<file path="config.mk">
export PLATFORM = sky130hd
export DESIGN_NAME = fifo_rd_downsizer
export DESIGN_NICKNAME = d
export VERILOG_FILES = /design/src/rtl/fifo_rd_downsizer.sv
export SDC_FILE = /design/constraint.sdc
export NUM_CORES = 1
export LEC_CHECK = 0
export ABC_AREA = 1
export BUFFER_PORTS_ARGS = -buffer_cell sky130_fd_sc_hd__buf_4
export CORE_UTILIZATION = 30
export DETAILED_ROUTE_END_ITERATION = 12
export RECOVER_POWER = 25
export SKIP_CTS_REPAIR_TIMING = 1
export SYNTH_ARGS = -nofsm -noshare
export SYNTH_HDL_FRONTEND = slang
export SYNTH_SLANG_ARGS = --single-unit
</file>
<file path="constraint.sdc">
create_clock -name clk -period 2.2 [get_ports clk]
set_clock_uncertainty 0.15 [all_clocks]
set_input_delay 0.44 -clock clk [delete_from_list [all_inputs] [get_ports clk]]
set_output_delay 0.44 -clock clk [all_outputs]
set_load 0.005 [all_outputs]
</file>
<file path="src/rtl/fifo_rd_downsizer.sv">
// Read-side width converter: pops DATA_WIDTH*RATIO-bit words from an upstream FIFO
// and presents them as a lookahead FIFO of DATA_WIDTH-bit words, slice 0 first.
module fifo_rd_downsizer #(
  parameter int DATA_WIDTH = 8,
  parameter int RATIO      = 4,
  parameter int LOOKAHEAD  = 1
) (
  input  logic                        clk,
  input  logic                        rst,
  input  logic                        empty_i,
  output logic                        rd_i,
  input  logic [DATA_WIDTH*RATIO-1:0] dout_i,
  output logic                        empty,
  input  logic                        rd,
  output logic [DATA_WIDTH-1:0]       dout
);

  localparam int                 WIDE_W   = DATA_WIDTH * RATIO;
  localparam int                 IDX_W    = $clog2(RATIO);
  localparam logic [IDX_W-1:0]   LAST_IDX = IDX_W'(RATIO - 1);
  localparam bit                 LA_MODE  = (LOOKAHEAD != 0);

  logic [WIDE_W-1:0] r_buf_data;
  logic [IDX_W-1:0]  r_idx;
  logic              r_buf_valid;
  logic              r_pending;

  logic w_pop;
  logic w_last;
  logic w_free;
  logic w_load;

  assign w_pop  = rd && r_buf_valid;
  assign w_last = (r_idx == LAST_IDX);
  assign w_free = !r_buf_valid || (w_pop && w_last);

  // Gating with rst keeps an upstream word from being consumed by a cycle that
  // cannot capture it.
  assign rd_i   = !rst && !empty_i && w_free && (LA_MODE || !r_pending);
  assign w_load = LA_MODE ? rd_i : r_pending;

  always_ff @(posedge clk) begin
    if (rst) begin
      r_buf_data  <= '0;
      r_idx       <= '0;
      r_buf_valid <= 1'b0;
      r_pending   <= 1'b0;
    end else begin
      r_pending <= LA_MODE ? 1'b0 : rd_i;
      if (w_load) begin
        r_buf_data  <= dout_i;
        r_buf_valid <= 1'b1;
        r_idx       <= '0;
      end else if (w_pop) begin
        if (w_last) begin
          r_idx       <= '0;
          r_buf_valid <= 1'b0;
        end else begin
          r_idx <= r_idx + IDX_W'(1);
        end
      end
    end
  end

  always_comb begin
    dout = '0;
    for (int i = 0; i < RATIO; i++) begin
      if (r_idx == IDX_W'(i)) dout = r_buf_data[i*DATA_WIDTH +: DATA_WIDTH];
    end
  end

  assign empty = !r_buf_valid;

endmodule

</file>
# == Yosys cells after proc, flatten, opt, wreduce, memory -nomap -nowiden ==
# Index checks and enable logic that the tools add are counted.
# totals
ff_bits,35
latch_bits,0
mem_bits_rw,0
mem_bits_ro,0
in_bits,36
word_cells,28
mem_count,0
# op_classes
add_sub_neg,1
n_mul,0
n_div,0
magnitude_cmp,0
n_eq_ne,3
shifts,0
n_mux,8
bitwise,0
n_reduce_logical,13
# op_table
cell,count
8-bit two-way mux,4
"2-bit equality test, second input constant",2
1-bit logical AND,4
2-bit nonzero test,2
1-bit logical NOT,3
1-bit two-way mux,3
"2-bit by 1-bit adder with 2-bit output, second input constant",1
"2-bit by 1-bit equality test with 1-bit output, second input constant",1
2-bit logical NOT,1
2-bit two-way mux,1
2-bit AND reduction,1
2-bit OR reduction,1
1-bit logical OR,1

# == Logic depth before layout (Yosys ltp) ==
# depth
ltp_word,6
mapped_depth,8

# == Worst setup path before layout ==
# Ideal clock, no wire load.
# synth_timing
path_type,reg-to-output
startpoint,register r_idx[0]
endpoint,output port dout[5]
arrival_ns,1.154
required_time_ns,1.610
path_slack_ns,0.456
stages_incl_launch_ff,9
n_path_buf,2
cell_sequence,dfxtp_1 > inv_1 > ha_1 > clkbuf_2 > buf_2 > a21oi_1 > nand2_1 > nand2_1 > nand2_1
# synth_between
elab_chain_len,5
elab_cells_between_ends,8
classes_between,3 x eq/ne; 4 x mux; 1 x reduce/logical
# synth_rtl
item,line_no,text
from (decl),24,logic [IDX_W-1:0] r_idx;
from (signal assigned),59,r_idx <= r_idx + IDX_W'(1);
2-bit logical NOT,68,if (r_idx == IDX_W'(i)) dout = r_buf_data[i*DATA_WIDTH +: DATA_WIDTH];
8-bit two-way mux (3 in a row),68,
8-bit two-way mux (*),68,
to (decl),15,output logic [DATA_WIDTH-1:0] dout
# Every way passes the cells marked *; elsewhere a longest branch is shown, timed or not.

# == Final worst setup path ==
# layout_timing
startpoint,register r_idx[1]
endpoint,output port dout[4]
# Same word-level chain as after synthesis.

==> flow_summary.ini <==
[timing]
worst_slack_ps = 98.4
rsz0062_at_grt = false
period_share_pct = 95.5
slew_viol_final = 0
hold_viol = 0
tightestPinTransition_ps = 625
fin_crit_ps = 2100
setup_viol = 0
clock.fmax_mhz = 476
max_slew_margin_pct = 58.4

[logic_synthesis]
ys.flop_type = dfxtp_1
synth.net_count = 281
netlist_top_cells_count = nand2_1, nand3_1, dfxtp_1
synth_warnings = 0
yosysTopAreaCell = dfxtp_1
synth_seq_cells = 35
async_flop_share_pct = 0
synth.most_common_cell = nand2_1
netlist_top_cells_area = dfxtp_1, nand3_2, nand2_1
syn_area_mm2 = 0.00189
synth-edff-count = 0
syn_avg_cell_area_um2 = 7.86
synthDominantCellAreaShare_pct = 37.0
synth.yosys.seq_area_share_pct = 37.0
syn_inst = 241
ys_types = 18

[setup_path]
critPathMaxFanout = 9
cp_cell_sequence = inv_1, ha_4, inv_4, nand3_1, nand2_1, nand2_1, nand2_1, buf_4
crit_top_cell = nand2_1
required_ps = 1610
path_delay_family = flip-flops
cp-start-kind = flip-flop
slowest_delay_ps = 370
critical_path_arrival_ps = 1510
endpoint_kind = output pin
critPathBufInv = 3
critPathKind = reg -> out
slowest_stage = dfxtp_4
r2r_slack_ps = 290

[cts]
insertion_delay_ps = 280
root_buffer = clkbuf_8
numCtsBuffers = 5
h-tree-depth = 2
clock_path_buffers = 2
clkTransAtPathRegs_ps = 70
clkSinkCount = 35
cts_tree = built

[pwr]
powerDensity_mw_per_mm2 = 613
total_power_mw = 1.46
pwr-share-seq_pct = 48.7
power.internal_mw = 1.08
comb_power_share_pct = 16.6
p_switching_mw = 0.380
clkPwrFrac_pct = 34.8
swShare_pct = 26.1
ir_drop_v = 0.000241
p_leak_nw = 1.13

[cells_and_area]
design_area_mm2 = 0.00238
drive_gt1_share_pct = 35.3
antennaDiodeCount = 0
fill_cells = 623
nets = 322
final_cells = 358
seq_area_um2 = 706
syn_to_final_growth_pct = 25.6
multiInputGateArea_mm2 = 0.00103

[floorplanning]
core_area_mm2 = 0.00599
die_h_um = 81.5
rows = 28
initial_core_util_pct = 31.6
die_area_mm2 = 0.00664
ios = 46
die_width_um = 81.5

[global_route]
gr-total-overflow = 0
grt.total_usage_pct = 14.6
grt_pass1_vias = 1559
antenna_found_initial = 0
grt_pass1_wl_mm = 7.34
grt_max_degree = 34

[detailed_routing]
vias = 1678
first_iter_violations = 66
wire_per_inst_um = 12.2
dr.pass1.iters = 4
final_antenna_net_count = 0
wirelength_mm = 4.36
drcViolationCount = 0
routed_via_density = 4.69

[placement]
gp_congestion = 0.787
io_buffer_count = 45
place_area_mm2 = 0.00223
post-place-ws_ps = 226
dp_hpwl_mm = 3.13
dp_cells = 350

[outcome]
run_status = complete, no violations

[min_path]
holdCritPathClass = in -> reg

[flow_run]
max_cap_violations = 0
[path summary, 6_finish.rpt]
path | start | end | depth (start not counted)
setup / recovery | r_idx[1] | dout[4] | 8
hold / removal | dout_i[27] | r_buf_data[27] | 3
setup reg to reg | r_idx[0] | r_buf_data[24] | 6
hold reg to reg | r_buf_data[30] | r_buf_data[30] | 2
[power by group through the flow]
stage	registers, mW	clock network (mW)	logic (mW)
after detailed placement	0.723	0	0.242
after floorplan	0.715	0	0.150
final	0.709	0.507	0.242
after CTS	0.709	0.525	0.242
after global placement	0.722	0	0.241
after global routing	0.714	0.546	0.274
[placed cells by master (no fill, tap or decap), drive strengths merged]
cell / synthesis / layout
clkbuf: 1 / 10
nand3: 73 / 73
ha: 4 / 4
nor2: 5 / 5
dfxtp: 35 / 35
nand2: 72 / 72
inv: 16 / 16
a21oi: 18 / 18
buf: 17 / 50
[layer usage]
metal  global-route usage (%)  vias up  share of wire, %  wire length [um]
met3                     3.78        5               6.6               286
met4                     5.18        0               1.1                49
met5                        0        -                 0                 0
met2                     21.8       46                46              2000
li1                         -      868                 -                 -
met1                     20.0      759                46              2020
[final cells by class]
cell class	count	share of cell area (%)
multi-input combinational	172	43.3
inverter	16	2.63
timing repair buffer	52	16.3
sequential	35	29.7
tap	75	3.94
clock buffer	8	4.21
[stage by stage]
stage          setup TNS, ps  utilization (%)  hold WS [ps]
6_report                   0             39.7           223
5_1_grt                    0             39.7           230
4_1_cts                 -583             38.9           216
3_5_place_dp               0             37.3           302
3_3_place_gp               0             37.3           297
2_1_floorplan              0                -           287
[flip-flops by register name, indices dropped and copies added (netlist names)]
register and flops:
r_buf_valid 1, r_buf_data 32, r_idx 2
[logic make-up (layout without fill, tap and decap cells)]
family	after synthesis	after routing	share of synthesized area [%]
simple gates	150	150	44.7
buf+inv	34	76	10.9
compound gates	18	18	4.76
fa+ha+maj	4	4	2.64
flops	35	35	37.0
[worst min-delay path, stage by stage]
cell and delay, ps:
buf_4 70, nand3_1 60, nand2_1 60
No activity file was read; power rests on OpenSTA's default activity.
